<file path="src/rtl/fifo_pkg.sv">
// Shared helpers for the flagged FIFO.
// Depth/count-width helpers and read-mode enum.
package fifo_pkg;

  typedef enum logic {
    READ_FWFT,
    READ_REGISTERED
  } read_mode_e;

  function automatic int depth_f(input int aw);
    return 1 << aw;
  endfunction

  function automatic int cnt_w_f(input int aw);
    return aw + 1;
  endfunction

endpackage

</file>
<file path="src/rtl/fifo_reg_file.sv">
// Storage array for the flagged FIFO.
// Synchronous write, asynchronous read.
module fifo_reg_file
  import fifo_pkg::*;
#(
  parameter int DW = 8,
  parameter int AW = 3
) (
  input  logic          clk,
  input  logic          we_i,
  input  logic [AW-1:0] waddr_i,
  input  logic [DW-1:0] wdata_i,
  input  logic [AW-1:0] raddr_i,
  output logic [DW-1:0] rdata_o
);

  localparam int DEPTH = depth_f(AW);

  logic [DW-1:0] mem_q [DEPTH];

  always_ff @(posedge clk) begin
    if (we_i) begin
      mem_q[waddr_i] <= wdata_i;
    end
  end

  assign rdata_o = mem_q[raddr_i];

endmodule

</file>
<file path="src/rtl/fifo_flagged.sv">
// Circular-queue FIFO with count, threshold flags,
// sticky error flags, flush and FWFT/registered read.
module fifo_flagged
  import fifo_pkg::*;
#(
  parameter int DATA_WIDTH = 8,
  parameter int ADDR_WIDTH = 3,
  parameter int FWFT       = 1
) (
  input  logic                  clk,
  input  logic                  reset,
  input  logic                  wr,
  input  logic                  rd,
  input  logic [DATA_WIDTH-1:0] w_data,
  input  logic                  flush,
  input  logic                  clr_err,
  input  logic [ADDR_WIDTH:0]   almost_full_th,
  input  logic [ADDR_WIDTH:0]   almost_empty_th,
  output logic [DATA_WIDTH-1:0] r_data,
  output logic                  full,
  output logic                  empty,
  output logic                  almost_full,
  output logic                  almost_empty,
  output logic [ADDR_WIDTH:0]   count,
  output logic                  overflow,
  output logic                  underflow
);

  localparam read_mode_e MODE =
    (FWFT != 0) ? READ_FWFT : READ_REGISTERED;
  localparam int CW = cnt_w_f(ADDR_WIDTH);
  localparam logic [CW-1:0] DEPTH_C =
    CW'(depth_f(ADDR_WIDTH));

  logic [ADDR_WIDTH-1:0] w_ptr_q, w_ptr_d;
  logic [ADDR_WIDTH-1:0] r_ptr_q, r_ptr_d;
  logic [CW-1:0]         cnt_q, cnt_d;
  logic                  ovf_q, ovf_d;
  logic                  unf_q, unf_d;
  logic                  wr_acc, rd_acc, we;
  logic [DATA_WIDTH-1:0] mem_rd;

  assign full  = (cnt_q == DEPTH_C);
  assign empty = (cnt_q == '0);
  assign almost_full  = (cnt_q >= almost_full_th);
  assign almost_empty = (cnt_q <= almost_empty_th);
  assign count     = cnt_q;
  assign overflow  = ovf_q;
  assign underflow = unf_q;

  assign wr_acc = wr && (!full || rd);
  assign rd_acc = rd && !empty;
  assign we     = wr_acc && !flush && reset;

  always_comb begin
    w_ptr_d = w_ptr_q;
    r_ptr_d = r_ptr_q;
    cnt_d   = cnt_q;
    ovf_d   = ovf_q;
    unf_d   = unf_q;
    if (flush) begin
      w_ptr_d = '0;
      r_ptr_d = '0;
      cnt_d   = '0;
    end else begin
      if (wr_acc) w_ptr_d = w_ptr_q + 1'b1;
      if (rd_acc) r_ptr_d = r_ptr_q + 1'b1;
      unique case (1'b1)
        (wr_acc && !rd_acc): cnt_d = cnt_q + 1'b1;
        (rd_acc && !wr_acc): cnt_d = cnt_q - 1'b1;
        default:             cnt_d = cnt_q;
      endcase
      // A new error beats a coincident clear
      ovf_d = (wr && full && !rd) ||
              (ovf_q && !clr_err);
      unf_d = (rd && empty) ||
              (unf_q && !clr_err);
    end
  end

  always_ff @(posedge clk) begin
    if (!reset) begin
      w_ptr_q <= '0;
      r_ptr_q <= '0;
      cnt_q   <= '0;
      ovf_q   <= 1'b0;
      unf_q   <= 1'b0;
    end else begin
      w_ptr_q <= w_ptr_d;
      r_ptr_q <= r_ptr_d;
      cnt_q   <= cnt_d;
      ovf_q   <= ovf_d;
      unf_q   <= unf_d;
    end
  end

  fifo_reg_file #(
    .DW(DATA_WIDTH),
    .AW(ADDR_WIDTH)
  ) u_rf (
    .clk     (clk),
    .we_i    (we),
    .waddr_i (w_ptr_q),
    .wdata_i (w_data),
    .raddr_i (r_ptr_q),
    .rdata_o (mem_rd)
  );

  generate
    if (MODE == READ_FWFT) begin : g_fwft
      assign r_data = empty ? '0 : mem_rd;
    end else begin : g_reg
      logic [DATA_WIDTH-1:0] rdata_q, rdata_d;

      always_comb begin
        rdata_d = rdata_q;
        if (rd_acc && !flush) rdata_d = mem_rd;
      end

      always_ff @(posedge clk) begin
        if (!reset) rdata_q <= '0;
        else        rdata_q <= rdata_d;
      end

      assign r_data = rdata_q;
    end
  endgenerate

endmodule

</file>
<file path="config.mk">
export PLATFORM = sky130hd
export DESIGN_NAME = fifo_flagged
export DESIGN_NICKNAME = d
export VERILOG_FILES = /design/src/rtl/fifo_pkg.sv /design/src/rtl/fifo_reg_file.sv /design/src/rtl/fifo_flagged.sv
export SDC_FILE = /design/constraint.sdc
export NUM_CORES = 1
export LEC_CHECK = 0
export BUFFER_PORTS_ARGS = -buffer_cell sky130_fd_sc_hd__buf_2
export CELL_PAD_IN_SITES_DETAIL_PLACEMENT = 0
export CELL_PAD_IN_SITES_GLOBAL_PLACEMENT = 1
export CORE_ASPECT_RATIO = 0.7
export CORE_MARGIN = 10
export CORE_UTILIZATION = 52
export CTS_CLUSTER_SIZE = 16
export DETAILED_ROUTE_END_ITERATION = 6
export HOLD_SLACK_MARGIN = 0.08
export PLACE_DENSITY_LB_ADDON = 0.1
export SLEW_MARGIN = 20
export SYNTH_ARGS = -nofsm -noshare
export SYNTH_HDL_FRONTEND = slang
export SYNTH_SLANG_ARGS = --single-unit
export TNS_END_PERCENT = 1
</file>
<file path="constraint.sdc">
create_clock -name clk -period 3.7 [get_ports clk]
set_input_delay 0.185 -clock clk [delete_from_list [all_inputs] [get_ports clk]]
set_output_delay 0.185 -clock clk [all_outputs]
set_load 0.02 [all_outputs]
</file>
# Word-level counts from Yosys, hierarchy flattened
# Memory sizes are Yosys's and may differ from the RTL's. A register that Yosys moved wholly into a read port is not among the register bits.
# Index checks and enable logic that the tools add are counted.
# word_totals
latch_bits,0
ramBits,64
in_bits,22
memories,1
out_inout_bits,18
register_bits,12
rom_bits,0
wordCells,44
# op_classes
mul,0
n_reduce_logical,24
shifts,0
add_sub_neg,4
magnitude_cmp,2
n_div,0
n_mux,6
n_eq_ne,1
n_bitwise,1
# mem_list
memory,depth,width,read_ports,rd_ports_with_merged_regs,write_ports,line_no,source
u_rf.mem_q,8,8,1,1,1,fifo_reg_file.sv:19,logic [DW-1:0] mem_q [DEPTH];
# op_table
cell,n
$logic_and 1x1->1,11
$mux 8,1
$pmux 4 s2,1
$logic_not 1->1,7
$add 3x1->3 const B,2
$mux 3,2
$add 4x1->4 const B,1
$eq 4x4->1 const B,1
$ge 4x4->1,1
$le 4x4->1,1
$logic_not 4->1,1
$sub 4x1->4 const B,1
$logic_or 1x1->1,3
$mux 1,2
$reduce_bool 2->1,1
$reduce_or 2->1,1
$not 1->1,1

# Longest topological paths before layout
# Gate-level depths: netlist (run 1).
# logic_depth
ltp_word,8
ltp_mapped,9
depth_no_buf,9

# Hierarchy
# A second synthesis (run 1) with hierarchy kept.
# unflattened
hier_cells,205
area_unflattened_um2,3398.3
# by_module_without_submodules
module,instances,seq_area_each_um2,cells_per_inst,area_per_inst_um2
fifo_reg_file,1,1921.8,106,2531.2
fifo_flagged,1,240.2,99,867.1

# Worst setup path after synthesis (run 1)
# No wires, ideal clock.
# synth_timing
kind,register to register
start,"register cnt_q[1], in the netlist count[1]"
end,"register cnt_q[2], in the netlist count[2]"
period_less_slack_ns,2.496
t_arrival_ns,2.427
path_slack_ns,1.204
setup_time_ns,0.070
path_buffers,0
path_stages_with_launch,10
t_required_ns,3.630
path_cell_list,dfxtp_1 -> or4b_4 -> o21ai_4 -> ha_1 -> xor2_1 -> ha_1 -> a21oi_1 -> xor2_1 -> or3_1 -> a21oi_1
# synth_between
elab_chain_cells,7
elab_cells_between_ends,15
cone_classes,2 x add/sub; 1 x eq/ne; 1 x mux; 11 x reduce/logical
# synth_lines
element,line_no,source
from (decl),fifo_flagged.sv:37,"logic [CW-1:0] cnt_q, cnt_d;"
from (signal assigned),fifo_flagged.sv:91,cnt_q <= cnt_d;
$eq 4x4->1,fifo_flagged.sv:43,assign full = (cnt_q == DEPTH_C);
$logic_not 1->1,fifo_flagged.sv:51,assign wr_acc = wr && (!full || rd);
$logic_or 1x1->1,fifo_flagged.sv:51,
$logic_and 1x1->1,fifo_flagged.sv:51,
$logic_not 1->1,fifo_flagged.sv:70,(rd_acc && !wr_acc): cnt_d = cnt_q - 1'b1;
$logic_and 1x1->1,fifo_flagged.sv:70,
$pmux 4 s2 / $reduce_bool 2->1 (equally long branches),n/a,
# Several ways; a longest one is shown, not always the timed one.
# A chain may end at the register's enable or synchronous reset.

# Final worst setup path (run 1)
# Ends and elaborated chain as after synthesis.

==> summary.md, run 1 <==
| Metric | Value |
|---|---|
| Status | finished clean |
| Row cnt | 24 |
| Syn nets | 245 |
| Worst setup SP type | flop |
| GRT Resource Usage Total | roughly an eighth |
| Post-route cell area | just under 0.004 sq mm |
| Met1 WL | slightly above 3 mm |
| Unrepaired setup endpoints after global routing | no |
| Path type of the worst min-delay path | in -> reg |
| P&R area growth vs syn | 14.6% |
| Vias per std cell | about 5.5 |
| Metal3 WL | between 400 and 500 microns |
| CP endpoint kind | flop |
| ANT nets after route | 0 |
| Fin crit period | between 2 and 3 ns |
| Final Hold Viols | 0 |
| Routability cong. | 0.753 |
| TritonCTS Buffers | 9 |
| Max Cap Violations | 0 |
| Max Slew Vio Count | 0 |
| Synth area leader | edfxtp_1 |
| Avg WL per Cell | between 15 and 20 microns |
| VDD IR max | 0.388 mV |
| Wire length on met2 | between 2 and 3 mm |
| Post-DP HPWL | between 4 and 5 mm |
| Worst-path clk slew | roughly 0.080 ns |
| Final core utilization | about three fifths |
| Largest net degree at the start of global routing | 17 |
| Top sig layer | met4 |
| Port-buffer cells | 39 |
| Synth Instances | 210 |
| Total wire length | 6.15 mm |
| Max stage delay on crit path | about 0.64 ns |
| Clock Skew | 0.00740 ns |
| Worst-case reg-to-reg path depth | 9 |
| Worst EP arrival | a little under 3 ns |
| Clk sink count | a little under 80 |
| Worst-Margin Slew | between 0.9 and 1 ns |
| Max Root-Sink Buffers | 2 |
| Hold-fix buffers, CTS | 0 |
| Slowest CP cell | or4b_4 |
| 1st-iter DRT viols | 64 |
| CP max FO | 10 |
| Worst-Skew Late Latency | about 0.35 ns |
| Vias in the first global route | 1844 |
| Initial antenna violation count | 0 |
| Final worst slack | about 1.1 ns |
| Static leakage | between 1 and 1.5 nW |
| Post-Place Cell Area | approximately 0.0037 sq mm |
| Nets | a little under 300 |
| Via count | between 1500 and 2000 |
| Starting Density | a little over half |
| Max Clk Rate | 0.380 GHz |
| Tcrit/Tclk final | between 70 and 80% |
| Chip height | 87.4 microns |
| Fraction of registers with async set/reset | 0% |
| Post-synthesis sequential area ratio | about 66% |
| Synth area leaders | edfxtp_1 (57%), mux4_2 (11%), dfxtp_1 (8.9%) |
| First-pass GRT wire length | ~10 mm |
| Required @ worst endpoint | a little under 4 ns |
| Layout cells sized above 1 | a little over 30% |
| CP Cell Sequence | or4b_4, o21ai_4, ha_1, xor2_1, ha_1, a21oi_1, xor2_1, or3_1, a21oi_1 |
| Post_cts resized | 0 |
| Post-CTS Setup Inserts | 0 |
| Avg Inst Size Synth | roughly 16 sq um |
| Grt total ovfl | 0 |
| CTS root buf | clkbuf_8 |
| Worst Hold Slack | 0.108 ns |
| Hold path cells | 1 |
| Synth Register Bits | 79 |
| Synth cell types | 35 |
| Synthesized area | approximately 0.0034 sq mm |
| Synth top area share | around 57% |
| Die span in x | approximately 120 microns |
| Main synth FF type | edfxtp_1 |
| WS Path Type | reg -> reg |
| TNS Setup | 0 ns |
| IO Count | 40 |
| Power density cells | ~440 mW/mm^2 |
| R2R Setup Slk | 1.07 ns |
| Setup WS pre-CTS | 1.09 ns |
| CORE AREA | 0.00628 sq mm |
| DRC violations left | 0 |
| Ant. Diodes | 0 |
| Total die area | 0.0102 sq mm |
| Slew HR | 36.7% |
| CTS tree | done |
| H-tree depth | 3 |
| Final setup viols | 0 |
| EDFF count, synth | 64 |
| Syn. warnings | 0 |
| DR pass1 iterations | 4 |
-- metrics by stage --
step                      cells  total power [mW]
after CTS                   340              1.74
after detailed placement    324              1.13
after global placement      324              1.12
after global routing        340              1.79
after floorplan             210              1.07
final                       340              1.72
-- final timing paths --
check                  from               end
setup reg to reg   count[1]          count[2]
hold reg to reg    overflow          overflow
hold / removal    w_data[1]  u_rf.mem_q[2][1]
setup / recovery   count[1]          count[2]
-- synth_stat cells, drive strengths merged (3+ instances only) --
cell    instances
nand2b          5
nand3b          4
o21ai           5
buf             6
or3             3
nand3           3
dfxtp          15
inv             9
ha             13
mux2i          11
edfxtp         64
nor2b           4
nor2           21
xor2            5
mux4           16
a21o            3
nand2           6
-- final cells by class --
class,instances,area [sq um]
Fill cell,454,2410
Sequential cell,79,2220
Multi-Input combinational cell,115,1090
Timing Repair Buffer,43,225
Clock buffer,9,124
Tap cell,78,97.6
Clock inverter,7,72.6
Inverter,9,33.8
-- per-layer routing --
metal  up-vias  global-route usage, %
li1        898                      -
met5         -                      0
met2        42                   18.3
met4         0                   3.06
met3         4                   4.89
met1       913                   19.2
-- registers in the layout, indices dropped and copies added, names as in the netlist, named ones only --
register    flops
overflow        1
r_ptr_q         3
w_ptr_q         3
underflow       1
u_rf.mem_q     64
count           4
-- worst max-delay path: cells and delay by family (launching register included) --
kind | cells | cell delay, ns
fa+ha+maj | 2 | 0.44
xor+xnor | 2 | 0.34
compound gates | 3 | 0.41
flops | 1 | 0.44
simple gates | 2 | 0.95
-- layout by cell type (no fill, tap or decap), types with 4 or more instances in the layout --
cell type,count
mux4_2,16
dfxtp_1,15
nor2_1,21
edfxtp_1,64
nand2b_1,5
buf_4,4
nor2b_1,4
nand2_1,5
nand3b_1,4
clkbuf_8,9
inv_1,9
xor2_1,5
ha_1,13
buf_2,39
o21ai_0,4
mux2i_1,11
-- where the power goes --
part           total, mW  leakage [nW]  internal, mW  switching (mW)
clock              0.616        0.0956         0.312           0.304
sequential         0.974         0.698         0.966         0.00789
combinational      0.129         0.617        0.0534          0.0758
-- logic make-up (layout without fill, tap and decap cells) --
logic type,Yosys count,count (layout),synth area share (%)
compound gates,16,16,3.63
fa+ha+maj,13,13,4.81
mux,27,27,13.9
xor+xnor,6,6,1.56
simple gates,53,53,8.30
buf+inv,16,68,2.00
flops,79,79,65.8
No activity file was read; power rests on OpenSTA's default activity.
==> run 2, diff against run 1 <==
--- a/config.mk
+++ b/config.mk
@@ -10,7 +10,7 @@
 export CELL_PAD_IN_SITES_GLOBAL_PLACEMENT = 1
 export CORE_ASPECT_RATIO = 0.7
 export CORE_MARGIN = 10
-export CORE_UTILIZATION = 52
+export CORE_UTILIZATION = 44
 export CTS_CLUSTER_SIZE = 16
 export DETAILED_ROUTE_END_ITERATION = 6
 export HOLD_SLACK_MARGIN = 0.08
==> constraint.sdc (replaced) <==
create_clock -name clk -period 2.16 [get_ports clk]
set_input_delay 0.108 -clock clk [delete_from_list [all_inputs] [get_ports clk]]
set_output_delay 0.108 -clock clk [all_outputs]
set_load 0.02 [all_outputs]
==> summary.md, run 2 (same netlist as run 1, synthesis figures left out) <==
| Metric | Value |
|---|---|
| DR pass1 iterations | 4 (unchanged) |
| Hold path cells | 4 (+3) |
| Routability cong. | 0.778 (+3.3%) |
| Combinational share of power | 8.4% (+0.9 points) |
| Final setup viols | 2 (+2) |
| Worst-Skew Late Latency | 0.34 ns (about the same) |
| Crit path top cell by count | a21oi_1 |
| Max Root-Sink Buffers | 2 (unchanged) |
| Largest register by flop count | u_rf.mem_q |
| Post-Place Cell Area | 0.00384 sq mm (+4.4%) |
| Clock Skew | 0.0110 ns (+0.00361 ns) |
| WS Path Type | reg -> reg |
| Worst-path clk slew | 0.08 ns (about the same) |
| Vias in the first global route | 1956 (+6.1%) |
| Total wire length | 6.76 mm (+9.8%) |
| Final Hold Viols | 0 (unchanged) |
| DRC violations left | 0 (unchanged) |
| Net Sw Frac | 20.9% (-1.7 points) |
| Filler cells | 593 (+31%) |
| ANT nets after route | 0 (unchanged) |
| Initial antenna violation count | 0 (unchanged) |
| Static leakage | 1.57 nW (+11%) |
| Reg2reg start | count[0] |
| IO Count | 40 (unchanged) |
| Failing checks | negative setup slack |
| Seq pwr share | 51.6% (-5.0 points) |
| Worst EP arrival | 2.56 ns (-0.35 ns) |
| CTS root buf | clkbuf_8 |
| Grt total ovfl | 0 (unchanged) |
| CP Cell Sequence | or4b_4, o21ai_4, ha_4, xor2_2, ha_2, a21oi_1, xor2_1, or3_1, a21oi_1 |
| Slowest CP cell | or4b_4 |
| Chip height | 93.3 microns (+6.7%) |
| Hold Path Origin | clr_err |
| Worst Hold Slack | 0.128 ns (+0.0200 ns) |
| Internal power | 2.55 mW (+91%) |
| Total die area | 0.0116 sq mm (+14%) |
| Status | finished with violations |
| Starting Density | 45.7% (-8.1 points) |
| R2r endpoint | count[2] |
| Tcrit/Tclk final | 106% (+35 points) |
| CTS tree | done |
| Nets | 320 (+9.6%) |
| Avg WL per Cell | 17.4 microns (-3.8%) |
| CORE AREA | 0.00738 sq mm (+18%) |
| Clk pwr share | 40.0% (+4.2 points) |
| Largest net degree at the start of global routing | 17 (unchanged) |
| Port-buffer cells | 39 (unchanged) |
| Unrepaired setup endpoints after global routing | yes |
| Path type of the worst min-delay path | in -> reg |
| P&R area growth vs syn | 24.9% |
| Via count | 1929 (+3.9%) |
| Layout cells sized above 1 | 36.9% (+6.0 points) |
| Sw power | 0.673 mW (+74%) |
| Power density cells | 763 mW/mm^2 (+72%) |
| Post-DP HPWL | 4.53 mm (+3.9%) |
| Vias per std cell | 4.97 (-9.0%) |
| TritonCTS Buffers | 9 (unchanged) |
| Clk sink count | 79 (unchanged) |
| VDD IR max | 0.382 mV (-1.4%) |
| Max Clk Rate | 0.435 GHz (+14%) |
| Final worst slack | -0.138 ns (-1.21 ns) |
| R2R Setup Slk | -0.14 ns (-1.21 ns) |
| Max reg flops | 64 (unchanged) |
| Max stage delay on crit path | 0.56 ns (-0.08 ns) |
| Most common cell after layout, fill and taps aside | edfxtp_1 |
| Worst-case reg-to-reg path depth | 9 (unchanged) |
| Required @ worst endpoint | 2.42 ns (-1.56 ns) |
| Worst setup SP type | flop |
| CP endpoint kind | flop |
| Worst-Margin Slew | 0.741 ns (-0.205 ns) |
| Crit. Startpoint | count[0] |
| Fin crit period | 2.30 ns (-0.331 ns) |
| GRT Resource Usage Total | 12.2% (-1.0 points) |
| Die span in x | 125 microns (+7.2%) |
| First-pass GRT wire length | 11.1 mm (+10%) |
| Max Slew Vio Count | 0 (unchanged) |
| Post-route cell area | 0.00422 sq mm (+9.1%) |
| CP max FO | 3 (-7) |
| Slew HR | 50.4% (+14 points) |
| 1st-iter DRT viols | 119 (+86%) |
| Hold Crit Endpoint | underflow |
| Row cnt | 26 (+8.3%) |
| Ant. Diodes | 0 (unchanged) |
| Max Cap Violations | 0 (unchanged) |
| Most frequent cells in the layout | edfxtp_1 (64), buf_2 (39), buf_4 (20) |
| TNS Setup | -0.186 ns (-0.186 ns) |
| H-tree depth | 3 (unchanged) |
run 2: repair_timing:
item | CTS | global route
gates resized for setup | 2 | 5
hold buffers | 11 | 0
endpoints found under the hold margin | 66 | 0
setup buffers | 0 | 1
setup endpoints to repair | 17 | 6
pin swaps | 1 | 4
run 2: stage by stage:
stage | power [mW] | cells | setup slack (ns) | utilization [%]
finish | 3.22 | 388 | -0.138 | 57.2
global route | 3.36 | 388 | -0.249 | 57.2
CTS | 3.25 | 387 | -0.173 | 56.8
detailed placement | 1.95 | 360 | -0.127 | 51.9
global placement | 1.95 | 360 | -0.0908 | 51.9
floorplan | 1.84 | 210 | -0.192 | -
run 2: worst max path at each step:
stage	endpoint	cells after the start
after floorplan	count[2]	9
after global placement	count[2]	9
after detailed placement	count[2]	9
after CTS	count[2]	9
after global routing	count[2]	9
final	count[2]	9
run 2: area by class of cell:
type	instances	area [sq um]	area share, %
inverters	9	33.8	0.800
clock buffers	9	124	2.94
clock inverters	7	120	2.85
multi-input cells	115	1130	26.7
well taps	98	123	2.91
flip-flops and latches	79	2230	52.8
repair buffers	71	467	11.1
run 2: power groups by stage:
stage,combinational [mW],clock (mW),sequential (mW)
6_report,0.270,1.29,1.66
5_1_grt,0.297,1.40,1.66
4_1_cts,0.269,1.32,1.66
3_5_place_dp,0.254,0,1.70
3_3_place_gp,0.256,0,1.70
2_1_floorplan,0.133,0,1.70
run 2: worst max-delay path, delay by kind of cell (launching register included):
| kind | cells | cell delay (ns) |
|---|---|---|
| simple gates | 2 | 0.87 |
| fa+ha+maj | 2 | 0.35 |
| xor+xnor | 2 | 0.29 |
| compound gates | 3 | 0.39 |
| flops | 1 | 0.33 |
run 2: per-layer routing:
metal	GRT usage (%)	part of all wire, %	routed length (microns)	vias up
met4	2.90	0.36	24	0
met5	0	0	0	-
li1	-	-	-	956
met3	4.46	4.5	302	2
met1	17.5	53	3570	938
met2	17.0	42	2860	33
==> run 3, diff against run 2 <==
--- a/config.mk
+++ b/config.mk
@@ -15,6 +15,7 @@
 export DETAILED_ROUTE_END_ITERATION = 6
 export HOLD_SLACK_MARGIN = 0.08
 export PLACE_DENSITY_LB_ADDON = 0.1
+export SKIP_LAST_GASP = 1
 export SLEW_MARGIN = 20
 export SYNTH_ARGS = -nofsm -noshare
 export SYNTH_HDL_FRONTEND = slang
==> summary.md, run 3 (same netlist as run 1, synthesis figures left out) <==
| Metric | Value |
|---|---|
| First-pass GRT wire length | 11.0 mm (-0.43%) |
| GRT Resource Usage Total | 12.2% (-0.049 points) |
| Clock Skew | 0.0111 ns (+0.0000696 ns) |
| Nets | 320 (unchanged) |
| Ant. Diodes | 0 (unchanged) |
| Worst Hold Slack | 0.127 ns (-0.000849 ns) |
| Worst-Margin Slew | 0.957 ns (+0.216 ns) |
| Most frequent cells in the layout | edfxtp_1 (64), buf_2 (39), nor2_1 (21), buf_4 (21), mux4_2 (16) |
| Final core utilization | 57.0% (-0.15 points) |
| CP max FO | 3 (unchanged) |
| H-tree depth | 3 (unchanged) |
| Slew HR | 35.9% (-14 points) |
| Failing checks | negative setup slack |
| Post-Layout Cell Count | 388 (unchanged) |
| Register area | 0.00223 sq mm (unchanged) |
| 1st-iter DRT viols | 134 (+13%) |
| Max stage delay on crit path | 0.56 ns (about the same) |
| Worst-Skew Late Latency | 0.35 ns (about the same) |
| Final setup viols | 18 (+16) |
| Status | finished with violations |
| Path type of the worst min-delay path | in -> reg |
| Worst-path clk slew | 0.08 ns (about the same) |
| Die span in x | 125 microns (unchanged) |
| TritonCTS Buffers | 9 (unchanged) |
| Worst setup SP type | flop |
| Final worst slack | -0.139 ns (-0.000593 ns) |
| Filler cells | 594 (+0.17%) |
| Max Root-Sink Buffers | 2 (unchanged) |
| Layout cells sized above 1 | 35.9% (-1.0 points) |
| Placed insts | 360 (unchanged) |
| CP Cell Sequence | or4b_4, o21ai_4, ha_4, xor2_2, ha_2, a21oi_1, xor2_1, or3_1, a21oi_1 |
| Row cnt | 26 (unchanged) |
| Clk sink count | 79 (unchanged) |
| Chip height | 93.3 microns (unchanged) |
| IO Count | 40 (unchanged) |
| Total wire length | 6.75 mm (-0.13%) |
| Required @ worst endpoint | 2.43 ns (about the same) |
| Max reg flops | 64 (unchanged) |
| DR pass1 iterations | 4 (unchanged) |
| VDD IR max | 0.383 mV (+0.27%) |
| Grt total ovfl | 0 (unchanged) |
| Avg WL per Cell | 17.4 microns (-0.13%) |
| Vias in the first global route | 1947 (-0.46%) |
| Tcrit/Tclk final | 106% (about the same) |
| Crit path top cell by count | a21oi_1 |
| Total die area | 0.0116 sq mm (unchanged) |
| Setup WS pre-CTS | -0.127 ns (unchanged) |
| Max Clk Rate | 0.435 GHz (about the same) |
| Post-DP HPWL | 4.53 mm (unchanged) |
| CTS tree | done |
| Initial antenna violation count | 0 (unchanged) |
| Largest register by flop count | u_rf.mem_q |
| Power density cells | 765 mW/mm^2 (+0.27%) |
| Multi-input gate area | 0.00112 sq mm (-0.67%) |
| CORE AREA | 0.00738 sq mm (unchanged) |
| CTS root buf | clkbuf_8 |
| Via count | 1918 (-0.57%) |
| Max Cap Violations | 0 (unchanged) |
| TNS Setup | -1.62 ns (-1.43 ns) |
| WS Path Type | reg -> reg |
| Worst EP arrival | 2.56 ns (about the same) |
| Most common cell after layout, fill and taps aside | edfxtp_1 |
| Routability cong. | 0.778 (unchanged) |
| P&R area growth vs syn | 24.6% |
| Starting Density | 45.7% (unchanged) |
| Fin crit period | 2.30 ns (+0.000593 ns) |
| Vias per std cell | 4.94 (-0.57%) |
| Max Slew Vio Count | 0 (unchanged) |
| Largest net degree at the start of global routing | 17 (unchanged) |
| CP endpoint kind | flop |
| Port-buffer cells | 39 (unchanged) |
| Slowest CP cell | or4b_4 |
| DRC violations left | 0 (unchanged) |
| Static leakage | 1.57 nW (about the same) |
| Unrepaired setup endpoints after global routing | yes |
| Final Hold Viols | 0 (unchanged) |
| ANT nets after route | 0 (unchanged) |
-- run 3: changes by cell type in the layout (fill, tap and decap cells not counted) --
cell / previous run / this run
buf_6: 1 / 0
nor2_1: 18 / 21
buf_4: 20 / 21
nor2_2: 3 / 0
-- run 3: metal layers --
layer / GRT usage [%] / wire [microns]
met5: 0 / 0
met4: 2.90 / 24
met1: 17.4 / 3540
met3: 4.46 / 367
met2: 16.9 / 2810
-- run 3: cell type report --
cell class	count	share of cell area, %
Sequential cell	79	52.9
Multi-Input combinational cell	115	26.6
Timing Repair Buffer	71	11.0
Clock buffer	9	2.94
Tap cell	98	2.91
Clock inverter	7	2.85
Inverter	9	0.803
-- run 3: where the power goes --
part           switching, mW  total [mW]  internal [mW]
Sequential           0.00557        1.66           1.65
Combinational          0.148       0.268          0.120
Clock                  0.520        1.29          0.771
-- run 3: final timing paths --
kind,from,end,slack [ns],cells past startpoint
setup / recovery,count[0],count[2],-0.14,9
setup reg to reg,count[0],count[2],-0.14,9
hold / removal,clr_err,underflow,0.13,4
hold reg to reg,w_ptr_q[0],w_ptr_q[0],0.50,2
-- run 3: per-stage QoR --
step	area [sq um]	total power, mW
floorplan	3400	1.84
global placement	3840	1.95
detailed placement	3840	1.95
CTS	4190	3.25
global route	4210	3.36
finish	4210	3.22
-- run 3: repair_timing --
item	4_1_cts	5_1_grt
endpoints found under the setup margin	17	22
setup buffers	0	1
resized for setup	0	3
hold buffers	11	0
endpoints found under the hold margin	66	0
pin swaps	0	4
cloned	0	0
-- run 3: worst max-delay path, delay by kind of cell, from the launching register on --
| kind | cells | cell delay (ns) |
|---|---|---|
| AO/OA/AOI/OAI | 3 | 0.39 |
| XOR/XNOR | 2 | 0.29 |
| adder cells (fa/ha/maj) | 2 | 0.35 |
| flip-flops | 1 | 0.33 |
| AND/OR/NAND/NOR | 2 | 0.87 |
